==> config.mk <==
export PLATFORM = sky130hd
export DESIGN_NAME = scan_frame_packer
export DESIGN_NICKNAME = d
export VERILOG_FILES = /design/src/rtl/scan_pkg.sv /design/src/rtl/scan_space_check.sv /design/src/rtl/scan_frame_packer.sv
export SDC_FILE = /design/constraint.sdc
export NUM_CORES = 1
export LEC_CHECK = 0
export BUFFER_PORTS_ARGS = -buffer_cell sky130_fd_sc_hd__buf_2
export CORE_UTILIZATION = 28
export CTS_CLUSTER_SIZE = 8
export DETAILED_ROUTE_END_ITERATION = 12
export SYNTH_ARGS = -nofsm -noshare
export SYNTH_HDL_FRONTEND = slang
export SYNTH_SLANG_ARGS = --single-unit
==> constraint.sdc <==
create_clock -name clk -period 2.7 [get_ports clk]
set_input_delay 0 -clock clk [delete_from_list [all_inputs] [get_ports clk]]
set_output_delay 0 -clock clk [all_outputs]
set_load 0.005 [all_outputs]
==> src/rtl/scan_pkg.sv <==
// Shared definitions for writers into the laser FIFO: word magics, the trailer
// flag layout, the packer state encoding and the frame reservation size.
// Optional timestamp word: SCAN_PACK_TIMESTAMP_EN.
package scan_pkg;

  localparam logic [7:0] HDR_MAGIC  = 8'hA5;
  localparam logic [7:0] TRL_MAGIC  = 8'h5A;
  localparam int         FLAG_SHORT = 0;

  typedef enum logic [2:0] {
    IDLE   = 3'd0,
    TSTAMP = 3'd1,
    PACK   = 3'd2,
    TRAIL  = 3'd3,
    SKIP   = 3'd4
  } state_t;

  // Words a whole frame occupies: header, samples, trailer (+ timestamp word).
  function automatic int reserve_words(input int points);
`ifdef SCAN_PACK_TIMESTAMP_EN
    return points + 3;
`else
    return points + 2;
`endif
  endfunction

endpackage

==> src/rtl/scan_space_check.sv <==
// Admission test for a writer into the laser FIFO: a frame of RESERVE words is
// admitted only if it fits entirely while keeping one slot free, and never
// while the FIFO reports full. The sum is formed two bits wider than usedw so
// it cannot wrap.
module scan_space_check
  import scan_pkg::*;
#(
  parameter int FIFO_DEPTH = 2048,
  parameter int USEDW_W    = 11,
  parameter int RESERVE    = 542
) (
  input  logic [USEDW_W-1:0] i_fifo_usedw,
  input  logic               i_fifo_full,
  output logic               o_space_ok
);

  localparam int            CW        = USEDW_W + 2;
  localparam logic [CW-1:0] C_RESERVE = CW'(RESERVE);
  localparam logic [CW-1:0] C_LIMIT   = CW'(FIFO_DEPTH - 1);

  logic [CW-1:0] w_need;

  assign w_need     = {2'b00, i_fifo_usedw} + C_RESERVE;
  assign o_space_ok = !i_fifo_full && (w_need <= C_LIMIT);

endmodule

==> src/rtl/scan_frame_packer.sv <==
// Packs the per-angle samples of one scan revolution into framed 32-bit words
// (header, data..., trailer) for the laser FIFO. A frame is admitted only when
// the whole frame fits, so the reader never sees a partial frame except after
// reset. Optional timestamp word after the header: SCAN_PACK_TIMESTAMP_EN.
module scan_frame_packer
  import scan_pkg::*;
#(
  parameter int POINTS     = 540,
  parameter int FIFO_DEPTH = 2048,
  parameter int USEDW_W    = 11
) (
  input  logic               clk,
  input  logic               rst_n,
  input  logic               cfg_enable,
  input  logic               frame_start,
  input  logic               sample_valid,
  input  logic [15:0]        sample_dist,
  input  logic [15:0]        sample_peak,
  input  logic [USEDW_W-1:0] fifo_usedw,
  input  logic               fifo_full,
  output logic               fifo_wrreq,
  output logic [31:0]        fifo_wrdata,
  output logic [15:0]        frame_cnt,
  output logic [15:0]        drop_cnt,
  output logic               busy
);

  localparam int               RESERVE = reserve_words(POINTS);
  localparam int               CNT_W   = $clog2(POINTS + 1);
  localparam logic [CNT_W-1:0] C_LAST  = CNT_W'(POINTS - 1);

  state_t           r_state;
  logic             r_pending;
  logic             r_short;
  logic [CNT_W-1:0] r_cnt;
  logic [31:0]      r_csum;
  logic [15:0]      r_frame_cnt;
  logic [15:0]      r_drop_cnt;
  logic             r_wrreq;
  logic [31:0]      r_wrdata;

  logic             w_space_ok;
  logic             w_start;
  logic [7:0]       w_flags;
  logic [31:0]      w_sample_word;

  assign w_sample_word = {sample_dist, sample_peak};

  scan_space_check #(
    .FIFO_DEPTH (FIFO_DEPTH),
    .USEDW_W    (USEDW_W),
    .RESERVE    (RESERVE)
  ) u_space_check (
    .i_fifo_usedw (fifo_usedw),
    .i_fifo_full  (fifo_full),
    .o_space_ok   (w_space_ok)
  );

`ifdef SCAN_PACK_TIMESTAMP_EN
  logic [6:0]  r_prescale;
  logic [31:0] r_us_cnt;
  logic [31:0] r_ts;

  // Free-running microsecond counter: one tick every 100 clocks.
  always_ff @(posedge clk) begin
    if (!rst_n) begin
      r_prescale <= 7'd0;
      r_us_cnt   <= 32'd0;
    end else if (r_prescale == 7'd99) begin
      r_prescale <= 7'd0;
      r_us_cnt   <= r_us_cnt + 32'd1;
    end else begin
      r_prescale <= r_prescale + 7'd1;
    end
  end
`endif

  // A new frame begins from IDLE (fresh pulse or one held over from a trailer)
  // or from SKIP; only while packing is enabled.
  always_comb begin
    w_start = 1'b0;
    case (r_state)
      IDLE:    w_start = (frame_start || r_pending) && cfg_enable;
      SKIP:    w_start = frame_start && cfg_enable;
      default: w_start = 1'b0;
    endcase
  end

  // Trailer flag byte.
  always_comb begin
    w_flags             = 8'h00;
    w_flags[FLAG_SHORT] = r_short;
  end

  // Frame sequencer; every FIFO write is registered here, one cycle after its cause.
  always_ff @(posedge clk) begin
    if (!rst_n) begin
      r_state     <= IDLE;
      r_pending   <= 1'b0;
      r_short     <= 1'b0;
      r_cnt       <= '0;
      r_csum      <= 32'd0;
      r_frame_cnt <= 16'd0;
      r_drop_cnt  <= 16'd0;
      r_wrreq     <= 1'b0;
      r_wrdata    <= 32'd0;
`ifdef SCAN_PACK_TIMESTAMP_EN
      r_ts        <= 32'd0;
`endif
    end else begin
      r_wrreq <= 1'b0;
      if (w_start) begin
        // A sample coincident with the start pulse is deliberately discarded.
        r_frame_cnt <= r_frame_cnt + 16'd1;
        r_pending   <= 1'b0;
        if (w_space_ok) begin
          r_wrreq  <= 1'b1;
          r_wrdata <= {HDR_MAGIC, 8'h00, r_frame_cnt};
          r_cnt    <= '0;
          r_csum   <= 32'd0;
          r_short  <= 1'b0;
`ifdef SCAN_PACK_TIMESTAMP_EN
          r_ts     <= r_us_cnt;
          r_state  <= TSTAMP;
`else
          r_state  <= PACK;
`endif
        end else begin
          if (r_drop_cnt != 16'hFFFF) begin
            r_drop_cnt <= r_drop_cnt + 16'd1;
          end
          r_state <= SKIP;
        end
      end else begin
        case (r_state)
          IDLE: begin
            // A held-over start is forgotten once packing has been disabled.
            r_pending <= 1'b0;
          end
`ifdef SCAN_PACK_TIMESTAMP_EN
          TSTAMP: begin
            r_wrreq  <= 1'b1;
            r_wrdata <= r_ts;
            if (frame_start) begin
              r_short   <= 1'b1;
              r_pending <= 1'b1;
              r_state   <= TRAIL;
            end else begin
              r_state <= PACK;
            end
          end
`endif
          PACK: begin
            if (frame_start) begin
              r_short   <= 1'b1;
              r_pending <= 1'b1;
              r_state   <= TRAIL;
            end else if (sample_valid) begin
              r_wrreq  <= 1'b1;
              r_wrdata <= w_sample_word;
              r_csum   <= r_csum ^ w_sample_word;
              r_cnt    <= r_cnt + 1'b1;
              if (r_cnt == C_LAST) begin
                r_state <= TRAIL;
              end
            end
          end
          TRAIL: begin
            // Header of a pending frame follows in the next cycle from IDLE.
            r_wrreq  <= 1'b1;
            r_wrdata <= {TRL_MAGIC, w_flags, r_csum[31:16] ^ r_csum[15:0]};
            if (frame_start) begin
              r_pending <= 1'b1;
            end
            r_state <= IDLE;
          end
          SKIP: begin
            if (!cfg_enable) begin
              r_state <= IDLE;
            end
          end
          default: r_state <= IDLE;
        endcase
      end
    end
  end

  assign fifo_wrreq  = r_wrreq;
  assign fifo_wrdata = r_wrdata;
  assign frame_cnt   = r_frame_cnt;
  assign drop_cnt    = r_drop_cnt;
  assign busy        = (r_state != IDLE);

endmodule
# After elaboration in Yosys (flattened, before gate mapping)

Cells that the tools add are included.

Bitwise logic cells: 4
Multiplexer cells: 33
Reductions and logical operators: 20
Equal/unequal tests: 14
Order comparisons: 1
Add/sub/neg operators: 4

Operators by type and width:

| cell                   | number |
|---|---|
| $mux 32                | 9 |
| $pmux 32 s2            | 1 |
| $mux 10                | 5 |
| $add 16x1->16 const B  | 2 |
| $xor 32x32->32         | 1 |
| $mux 3                 | 6 |
| $ne 16x16->1 const B   | 1 |
| $xor 16x16->16         | 1 |
| $le 13x11->1 const B   | 1 |
| $add 11x10->12 const B | 1 |
| $reduce_and 4->1       | 3 |
| $add 10x1->10 const B  | 1 |
| $eq 10x10->1 const B   | 1 |
| $ne 3x3->1 const B     | 3 |
| $pmux 3 s3             | 1 |
| $mux 1                 | 8 |
| $ne 4x4->1 const B     | 2 |
| $reduce_bool 2->1      | 4 |
| $eq 3x2->1 const B     | 2 |
| $ne 2x1->1 const B     | 3 |
| $pmux 1 s2             | 3 |
| $reduce_and 3->1       | 2 |
| $reduce_bool 3->1      | 2 |
| $reduce_or 2->1        | 2 |
| 8 further kinds        | 11 |

Word-level logic and storage cells: 85
Flip-flop bits (word level): 112
Input port bits: 49
Output and inout port bits: 66

# Longest topological paths before layout

Gate-level depths: netlist of run 1.

Word-level depth: 6
Gate-level depth with buffers: 9
Depth with buffers taken out: 8

# Modules after synthesis

From an unflattened synthesis of run 1, not the netlist that was laid out.

Cells, all modules: 655
Area total of the unflattened synthesis: 5347.6 µm²

Modules (own cells, without submodules):

| module            | cells an instance | times used | area each (µm²) | seq. area each (µm²) |
|---|---|---|---|---|
| scan_frame_packer | 630               | 1          | 5168.7          | 2242.2 |
| scan_space_check  | 25                | 1          | 178.9           | 0.0 |

# Worst setup path after synthesis of run 1

Ideal clock, no wire load.

Path type: reg-to-reg
Start: register r_state[0]
End: register r_csum[18]
Clock period less this slack: 1.942 ns
Setup time: 0.132 ns
Buffers on the path: 1
Required time: 2.568 ns
Stages on the path, launching flop included: 8
Setup slack: 0.758 ns
Data arrival time: 1.810 ns
Cell sequence: dfxtp_1 nor2_1 o211ai_1 a211o_1 o21ai_1 clkbuf_1 o211a_1 nor3_1

Cells in the longest elaborated chain, start to end: 4
Elaborated cells between the ends (all ways): 10
Those cells by class: 4 x eq/ne; 2 x mux; 4 x reduce/logical

RTL lines:

| what                                                             | RTL line                 | RTL |
|---|---|---|
| start: declaration                                               | scan_frame_packer.sv:32  | `state_t r_state;` |
| start signal: assignment                                         | scan_frame_packer.sv:98  | `r_state <= IDLE;` |
| start signal: assignment                                         | scan_frame_packer.sv:126 | `r_state <= PACK;` |
| start signal: assignment                                         | scan_frame_packer.sv:132 | `r_state <= SKIP;` |
| $eq 3x3->1 / $logic_not 3->1 (equally long branches)             | scan_frame_packer.sv:82  | `case (r_state)` |
| $pmux 1 s2                                                       | scan_frame_packer.sv:82  |  |
| $ne 2x1->1 (no line) / $reduce_bool 2->1 (equally long branches) | n/a                      |  |
| $reduce_and 4->1 (no line)                                       | n/a                      |  |
| end signal: assignment                                           | scan_frame_packer.sv:161 | `r_csum <= r_csum ^ w_sample_word;` |
| end: declaration                                                 | scan_frame_packer.sv:36  | `logic [31:0] r_csum;` |

Parallel ways exist; a longest one is shown, timed or not.
A chain may end at the register's enable or synchronous reset.

# Worst setup path in the final report of run 1

Start: register r_state[0]
End: register r_drop_cnt[14] (netlist: drop_cnt[14])

Cells in the longest elaborated chain, start to end: 3
Elaborated cells between the ends (all ways): 4
Those cells by class: 1 x eq/ne; 1 x mux; 2 x reduce/logical

RTL lines:

| what                                                 | RTL line                 | RTL |
|---|---|---|
| $eq 3x3->1 / $logic_not 3->1 (equally long branches) | scan_frame_packer.sv:82  |  |
| $pmux 1 s2 (*)                                       | scan_frame_packer.sv:82  |  |
| $reduce_and 3->1 (no line) (*)                       | n/a                      |  |
| end signal: assignment                               | scan_frame_packer.sv:130 | `r_drop_cnt <= r_drop_cnt + 16'd1;` |
| end: declaration                                     | scan_frame_packer.sv:38  | `logic [15:0] r_drop_cnt;` |

Every way passes the cells marked *; elsewhere a longest branch is shown, timed or not.

==> flow_metrics.tcl, run 1 <==
set metrics [dict create \
    run_status "complete, no violations" \
    std_cell_rows 50 \
    drt_iter0_drc 371 \
    arrival_ns 2.53 \
    grt.overflow.total 0 \
    drive_above_1_share_pct 20.3 \
    vias 5274 \
    cp-start-kind "register" \
    synth_edf_count 0 \
    io_pins 115 \
    dpl_cell_area_sq_um 6230 \
    cp_slowest_cell "o211a_2" \
    max_slew.worst_pin.slew_ns 0.680 \
    nNetsFinal 829 \
    antenna_found_initial 0 \
    slowest_delay_ns 0.55 \
    die_w_microns 140 \
    period_minus_slack_ns 2.24 \
    clkPwrFrac_pct 42.0 \
    cts_tree "yes" \
    htree_levels 3 \
    intPower_mw 2.65 \
    setup_slack_ns 0.457 \
    syn_area_sq_um 5370 \
    ys_async_sr_fraction_pct 0 \
    die_area_sq_um 19700 \
    ir_worst_vdd_mv 0.301 \
    hold_viol_final 0 \
    end_kind "register" \
    synthesis.instances 645 \
    crit_type "register to register" \
    dp_hpwl_mm 11.2 \
    met2_wirelength_mm 7.28 \
    sw_frac_of_total_pct 24.1 \
    syn_avg_cell_area_sq_um 8.32 \
    die_y_microns 140 \
    grt_use_total_pct 16.1 \
    final_cell_area_sq_um 6880 \
    slew_headroom_pct 54.6 \
    numClockSinks 112 \
    dpl_worst_slack_ns 0.320 \
    insertion_delay_ns 0.36 \
    report.power.total_mw 3.49 \
    met1Wirelength_mm 7.67 \
    p_per_area_nw_per_um2 508 \
    synthFlopType "dfxtp_1" \
    grt_pass1_vias 4660 \
    root_buffer "clkbuf_16" \
    min_path_type "input port to register" \
    wl_per_cell_microns 15.7 \
    clockBufferDepth 2 \
    pwr-share-comb_pct 9.5 \
    area_growth_pct 28.1 \
    crit_required_ns 2.99 \
    initial_core_util_pct 28.6 \
    dp_cells 966 \
    fin_worst_skew_ns 0.00866 \
    period_share_pct 83.1 \
    grt_max_degree 67 \
    ant_nets 0 \
    firstDrtPassIters 5 \
    synth_nets 699 \
    tns_ns 0 \
    top_layer_used "met4" \
    drc 0 \
    synth.distinct_cells 53 \
    drv_cap 0 \
    post_drt_via_cell_ratio 5.20 \
    grt_setup_unrepaired "false" \
    coreArea_sq_um 18800 \
    ys_seq_area_share_pct 41.8 \
    power_frac_seq_pct 48.5 \
    numCtsBuffers 9 \
    worst-path-max-fanout 17 \
    wirelength_mm 16.0 \
    fmax_mhz 446 \
    antenna_cells 0 \
    place_congestion 0.851 \
    io_buffers 114 \
    ys_ff_latch 112 \
    final_max_slew_viol_count 0 \
    layout.cells.non_filler 1014 \
    yosys_warnings 0 \
    p_leak_nw 2.62 \
    met3_length_microns 772 \
    setup_violations 0 \
    grt_pass1_wl_mm 25.1 \
    p_switching_uw 841 \
    crit_chain "nor2_1 -> o211a_2 -> buf_4 -> nand3_1 -> or4_1 -> a21oi_1" \
    clkTransAtPathRegs_ns 0.07 \
    num-fill-cells 1962 \
]
==> layer usage <==
metal	vias up	track usage, %
li1	2656	-
met1	2471	22.4
met2	128	25.0
met3	19	3.04
met4	0	4.92
met5	-	0
==> timing repair <==
item	CTS	global route
hold endpoints to repair	43	0
setup buffers	0	0
endpoints found under the setup margin	0	0
hold buffers	32	0
gates resized for setup	0	0
==> state kept, by name, indices dropped and copies added (netlist names) <==
name,cells
drop_cnt,16
r_csum,32
r_pending,1
r_short,1
frame_cnt,16
r_state,3
fifo_wrreq,1
r_cnt,10
fifo_wrdata,32
==> per-stage QoR <==
stage,util (%),hold WS [ns]
after floorplan,-,0.130
after global placement,33.2,0.291
after detailed placement,33.2,0.300
after CTS,36.6,0.000780
after global routing,36.6,0.0330
final,36.6,0.0131
==> critical path, delay by kind of cell (launching register included) <==
family          cells  cell delay [ns]
simple gates        3             0.77
compound gates      2             0.69
flops               1             0.37
buf+inv             1             0.33
==> cell usage after synthesis (2+ instances only) <==
master | number | area, sq um
o31a_1 | 2 | 17.5
or2_2 | 2 | 12.5
dfxtp_1 | 112 | 2240
nor2b_1 | 5 | 31.3
a21oi_1 | 68 | 340
nor2_1 | 62 | 233
buf_2 | 6 | 30.0
a211oi_1 | 59 | 443
nand2b_1 | 7 | 43.8
xnor2_1 | 23 | 201
nor3_1 | 27 | 135
and3_1 | 8 | 50.1
o21ai_1 | 2 | 10.0
inv_1 | 7 | 26.3
nand4_1 | 12 | 75.1
ha_1 | 5 | 62.6
or3_1 | 9 | 56.3
mux2i_1 | 7 | 70.1
o21a_1 | 29 | 218
nand3_1 | 21 | 105
o211a_1 | 8 | 80.1
o21ai_0 | 27 | 135
or4_1 | 5 | 37.5
xor2_1 | 5 | 43.8
clkbuf_1 | 34 | 128
nand2_1 | 40 | 150
buf_1 | 3 | 11.3
o311ai_0 | 2 | 17.5
nor4_1 | 10 | 62.6
o31ai_1 | 6 | 45.0
and2_1 | 2 | 12.5
o41ai_1 | 2 | 17.5
and4_1 | 2 | 17.5
a31oi_1 | 7 | 43.8
==> placed cells by master, fill, tap and decap left out, drive strengths merged, types with 7 or more instances in the layout <==
master       netlist  layout
a21oi             68      68
dfxtp            112     112
nor4              10      10
o211a              8       8
o21a              29      29
nand2b             7       7
inv                8       9
dlygate4sd3        0      32
clkbuf            34      11
a31oi              7       7
o21ai             30      30
nor3              27      27
mux2i              7       7
nand4             12      12
nand3             21      21
or3                9       9
buf                9     130
xnor2             23      23
and3               8       8
nand2             40      40
a211oi            60      60
nor2              63      63
==> cells by family (layout without fill, tap and decap cells) <==
kind of cell,after synthesis,after routing,share of synthesized area [%]
adders and majority gates,5,5,1.17
DFF,112,112,41.8
buffers and inverters,51,186,3.71
muxes,8,8,1.51
xor gates and xnor gates,28,28,4.57
AOI/OAI and AO/OA,224,224,27.4
and+or+nand+nor,217,217,19.9
==> cell type report <==
type / count / area (sq um) / share of cell area (%)
clock buffer: 11 / 243 / 3.53
clock inverter: 5 / 78.8 / 1.15
inverter: 8 / 30.0 / 0.437
multi-input combinational: 482 / 2940 / 42.8
sequential: 112 / 2240 / 32.6
tap: 234 / 293 / 4.26
timing repair buffer: 162 / 1050 / 15.2
==> worst paths after layout <==
check	cells past startpoint	from	endpoint	slack, ns
max	6	r_state[0]	drop_cnt[14]	0.46
min	3	sample_dist[0]	r_csum[16]	0.01
max reg2reg	6	r_state[0]	drop_cnt[14]	0.46
min reg2reg	2	fifo_wrdata[21]	fifo_wrdata[21]	0.46
==> power by group through the flow <==
stage                     Clock [mW]  Sequential [mW]  Combinational (mW)
after detailed placement           0             1.73               0.299
after global placement             0             1.73               0.298
after CTS                       1.51             1.69               0.336
after floorplan                    0             1.73               0.152
after global routing            1.57             1.70               0.368
final                           1.47             1.69               0.333
(Power assumes the default switching activity.)
==> run 2: changes to the inputs <==
ABC_AREA = 1   (was not set)
clock period = 2 ns   (was 2.7 ns; I/O delays follow)
==> flow_metrics.tcl, run 2 <==
set metrics [dict create \
    crit_required_ns 2.26 \
    drive_above_1_share_pct 19.1 \
    clockBufferDepth 2 \
    coreArea_sq_um 21300 \
    crit_chain "inv_2 -> nand2_1 -> a21oi_2 -> nand2_4 -> inv_4 -> buf_12 -> buf_4 -> a21oi_1 -> o21ai_0 -> nand3_1 -> nand2_1 -> nor2_1" \
    hp-start "sample_peak[14]" \
    grt_max_degree 65 \
    end_kind "register" \
    synth_top_area_cell "dfxtp_1" \
    period_share_pct 92.7 \
    die_area_sq_um 22600 \
    clkTransAtPathRegs_ns 0.08 \
    max_slew.worst_pin.slew_ns 0.650 \
    firstDrtPassIters 5 \
    post_drt_via_cell_ratio 4.75 \
    numClockSinks 112 \
    io_pins 115 \
    report.power.total_mw 5.16 \
    run_status "complete, no violations" \
    synth.distinct_cells 39 \
    fmax_mhz 539 \
    synthMostInstantiatedCell "nand2_1" \
    hold_depth 5 \
    crit_type "register to register" \
    numCtsBuffers 9 \
    nNetsFinal 1075 \
    ys_ff_latch 112 \
    period_minus_slack_ns 1.85 \
    pwr-share-comb_pct 16.2 \
    die_w_microns 150 \
    synth_edf_count 0 \
    root_buffer "clkbuf_16" \
    yosys_warnings 0 \
    synth_nets 959 \
    insertion_delay_ns 0.37 \
    hold_viol_final 0 \
    mostFrequentLayoutCell "nand2_1" \
    intPower_mw 3.65 \
    min_path_type "input port to register" \
    vias 6183 \
    synth_area_leaders "dfxtp_1, nand2_1, a21oi_1" \
    antenna_found_initial 0 \
    sw_frac_of_total_pct 29.3 \
    cp_slowest_cell "dfxtp_1" \
    final_max_slew_viol_count 0 \
    ff2ff_setup_slack_ns 0.15 \
    drv_cap 0 \
    dp_hpwl_mm 13.2 \
    r2r_cells 12 \
    drc 0 \
    grt_pass1_vias 5456 \
    power_frac_seq_pct 46.4 \
    crit_top_cell "nand2_1" \
    std_cell_rows 53 \
    clkPwrFrac_pct 37.4 \
    slew_headroom_pct 56.5 \
    r2r-end "r_csum[2]" \
    worst-path-max-fanout 36 \
    area_growth_pct 22.5 \
    io_buffers 114 \
    place_congestion 0.837 \
    p_leak_nw 3.06 \
    grt_setup_unrepaired "true" \
    synth_top_area_share_pct 36.4 \
    wl_per_cell_microns 14.0 \
    synthFlopType "dfxtp_1" \
    cts_tree "yes" \
    drt_iter0_drc 405 \
    ant_nets 0 \
    htree_levels 3 \
    grt_pass1_wl_mm 28.5 \
    arrival_ns 2.11 \
    grt_use_total_pct 16.2 \
    initial_core_util_pct 28.9 \
    wirelength_mm 18.3 \
    die_y_microns 150 \
    ys_seq_area_share_pct 36.4 \
    ir_worst_vdd_mv 0.336 \
    setup_violations 0 \
    syn_area_sq_um 6150 \
    fin_worst_skew_ns 0.0173 \
    syn_avg_cell_area_sq_um 6.80 \
    grt.overflow.total 0 \
    cp-start-kind "register" \
    crit-reg2reg-launch "r_state[0]" \
    p_switching_mw 1.51 \
    hold_end "r_csum[14]" \
    p_per_area_nw_per_um2 685 \
    synthesis.instances 905 \
    fin_hold_ws_ns 0.0248 \
    slowest_delay_ns 0.33 \
    layout_common_cells "nand2_1, buf_2, nor2_1, dfxtp_1, a21oi_1" \
    yosys-top-cells-count "nand2_1, nor2_1, dfxtp_1, a21oi_1, o21ai_0" \
    ys_async_sr_fraction_pct 0 \
]
[run 2: cell count changes after synthesis, moves of 44 or more]
cell	before	now
nand3_1	21	65
nor2_1	62	113
a211oi_1	59	2
inv_1	7	64
o21ai_0	27	72
nand2_1	40	167
[run 2: power by group through the flow]
stage,clock network [mW],logic (mW),registers [mW]
detailed placement,0,0.810,2.45
finish,1.93,0.836,2.39
CTS,1.98,0.834,2.39
global route,2.05,0.937,2.41
global placement,0,0.802,2.45
floorplan,0,0.524,2.44
[run 2: worst max-delay path by stage]
stage / startpoint / to / slack, ns
after CTS: frame_cnt[0] / frame_cnt[14] / 0.12
after detailed placement: fifo_usedw[1] / fifo_wrdata[18] / 0.05
after global placement: fifo_usedw[1] / fifo_wrdata[21] / 0.13
final: r_state[0] / r_csum[2] / 0.15
after floorplan: drop_cnt[0] / drop_cnt[10] / 0.24
after global routing: r_state[2] / fifo_wrdata[31] / -0.005
[run 2: layout make-up]
type,instances,area [sq um]
clock buffers,9,225
diodes,1,2.50
flip-flops and latches,112,2240
repair buffers,153,958
clock inverters,7,88.8
multi-input cells,673,3400
fillers,2264,13700
inverters,72,280
well taps,275,344
[run 2: worst max-delay path: cells and delay by family, from the launching register on]
family,cells,cell delay (ns)
and+or+nand+nor,5,0.42
buffers and inverters,4,0.72
AOI/OAI and AO/OA,3,0.29
DFF,1,0.33
[run 2: through the flow]
step	instances	setup WS, ns	TNS [ns]	util, %	cell area [sq um]
after global placement	1272	0.129	0	33.2	7080
after global routing	1301	-0.00526	-0.00526	35.4	7540
after floorplan	905	0.238	0	-	6150
final	1302	0.145	0	35.4	7540
after CTS	1301	0.118	0	35.3	7520
after detailed placement	1272	0.0524	0	33.2	7080
[run 2: cells by family (layout without fill, tap and decap cells)]
| logic type | count (synthesis) | count (layout) | synth area share (%) |
|---|---|---|---|
| AND/OR/NAND/NOR | 411 | 411 | 29.4 |
| AO/OA/AOI/OAI | 215 | 215 | 18.4 |
| buffers and inverters | 120 | 241 | 8.72 |
| flip-flops | 112 | 112 | 36.4 |
| XOR/XNOR | 42 | 42 | 5.98 |
| adder cells (fa/ha/maj) | 5 | 5 | 1.02 |
| other | 0 | 1 | 0 |
[run 2: routing by layer]
metal  vias up  global-route usage (%)  share of wire, %
met3        21                    1.97               4.2
met4         0                    5.66               1.6
met1      2798                    22.1                48
met2       131                    26.2                46
met5         -                       0                 0
li1       3233                       -                 -
[run 2: timing repair]
action / in CTS / in global routing
endpoints found under the hold margin: 13 / 0
resized for setup: 0 / 5
setup buffers: 0 / 0
setup endpoints to repair: 0 / 12
hold buffers: 13 / 0
==> run 3: changes to the inputs <==
CORE_UTILIZATION = 26   (was 28)
==> flow_metrics.tcl, run 3 (same netlist as run 2, synthesis figures left out) <==
set metrics [dict create \
    max_slew.worst_pin.slew_ns 0.660 \
    wirelength_mm 18.7 \
    slew_headroom_pct 56.0 \
    dp_hpwl_mm 13.4 \
    numClockSinks 112 \
    clkPwrFrac_pct 36.4 \
    period_minus_slack_ns 1.90 \
    die_area_sq_um 24300 \
    io_buffers 114 \
    intPower_mw 3.54 \
    vias 6247 \
    tns_ns 0 \
    grt_pass1_wl_mm 29.5 \
    place_congestion 0.815 \
    p_per_area_nw_per_um2 672 \
    ant_nets 0 \
    period_share_pct 95.0 \
    firstDrtPassIters 6 \
    cts_tree "yes" \
    setup_violations 0 \
    post_drt_via_cell_ratio 4.68 \
    drt_iter0_drc 571 \
    insertion_delay_ns 0.37 \
    grt_max_degree 65 \
    die_w_microns 156 \
    die_y_microns 156 \
    worst-path-max-fanout 21 \
    cp-start-kind "input port" \
    antenna_cells 0 \
    pwr-share-comb_pct 16.5 \
    fmax_mhz 526 \
    crit_required_ns 2.25 \
    wl_per_cell_microns 14.0 \
    antenna_found_initial 0 \
    min_path_type "input port to register" \
    arrival_ns 2.15 \
    p_switching_mw 1.55 \
    std_cell_rows 55 \
    end_kind "register" \
    p_leak_nw 3.03 \
    ir_worst_vdd_mv 0.395 \
    sw_frac_of_total_pct 30.5 \
    power_frac_seq_pct 47.1 \
    run_status "complete, no violations" \
    coreArea_sq_um 22900 \
    initial_core_util_pct 26.9 \
    io_pins 115 \
    report.power.total_mw 5.09 \
    layout_common_cells "nand2_1, buf_2, nor2_1, dfxtp_1, a21oi_1" \
    final_max_slew_viol_count 0 \
    area_growth_pct 22.9 \
    clockBufferDepth 2 \
    root_buffer "clkbuf_16" \
    drc 0 \
    grt_pass1_vias 5589 \
    grt.overflow.total 0 \
    hold_viol_final 0 \
    crit_type "input port to register" \
    htree_levels 3 \
    clkTransAtPathRegs_ns 0.08 \
    numCtsBuffers 9 \
    nNetsFinal 1071 \
    cts_setup_buffers 0 \
    drv_cap 0 \
    grt_use_total_pct 15.3 \
    r2r_cells 11 \
    fin_worst_skew_ns 0.0153 \
    mostFrequentLayoutCell "nand2_1" \
    drive_above_1_share_pct 18.9 \
    grt_setup_unrepaired "true" \
    hold_depth 4 \
]
[run 3: per-stage QoR]
stage                     setup slack, ns  std cells  utilization (%)  cell area (sq um)  hold slack, ns
after floorplan                     0.238        905                -               6150           0.147
after global placement              0.126       1305             30.9               7070           0.301
after detailed placement           0.0539       1305             30.9               7070           0.301
after CTS                          0.0503       1335             32.8               7510          0.0111
after global routing              -0.0466       1335             33.0               7560          0.0277
final                               0.100       1335             33.0               7560          0.0185
[run 3: worst max-delay path: stages]
cell	delay, ns
dlygate4sd3_1	0.55
buf_2	0.18
o21a_1	0.21
nand2_4	0.17
clkinv_8	0.14
nor2_4	0.20
nand2_1	0.09
nand2_2	0.18
clkinv_8	0.14
nand2_2	0.18
o21ai_1	0.08
[run 3: what timing repair did]
action | in CTS | in global routing
endpoints found under the setup margin | 0 | 40
hold buffers | 14 | 0
resized for setup | 0 | 18
endpoints found under the hold margin | 14 | 0
[run 3: layer usage]
layer  vias to the layer above  track usage (%)  wire length, microns
li1                       3224                -                     -
met1                      2828             21.1                  8850
met2                       171             24.0                  8400
met3                        24             2.67                  1050
met4                         0             5.23                   363
met5                         -                0                     0
[run 3: path summary, 6_finish.rpt]
kind	start	endpoint	slack, ns
worst max-delay path	frame_start	fifo_wrdata[23]	0.10
worst max register to register	r_state[0]	fifo_wrdata[23]	0.12
worst min-delay path	fifo_usedw[10]	r_state[1]	0.02
worst min register to register	fifo_wrdata[28]	fifo_wrdata[28]	0.47
[run 3: area by class of cell]
| class | instances | area (sq um) |
|---|---|---|
| inverters | 72 | 298 |
| repair buffers | 149 | 918 |
| clock buffers | 9 | 225 |
| clock inverters | 7 | 75.1 |
| well taps | 313 | 392 |
| flip-flops and latches | 112 | 2240 |
| multi-input cells | 673 | 3410 |
| fillers | 2447 | 15400 |
[run 3: power by group through the flow]
stage | sequential, mW | combinational, mW | clock (mW)
6_report | 2.40 | 0.840 | 1.85
5_1_grt | 2.41 | 0.942 | 1.99
4_1_cts | 2.40 | 0.831 | 1.89
3_5_place_dp | 2.45 | 0.806 | 0
3_3_place_gp | 2.45 | 0.797 | 0
2_1_floorplan | 2.44 | 0.524 | 0
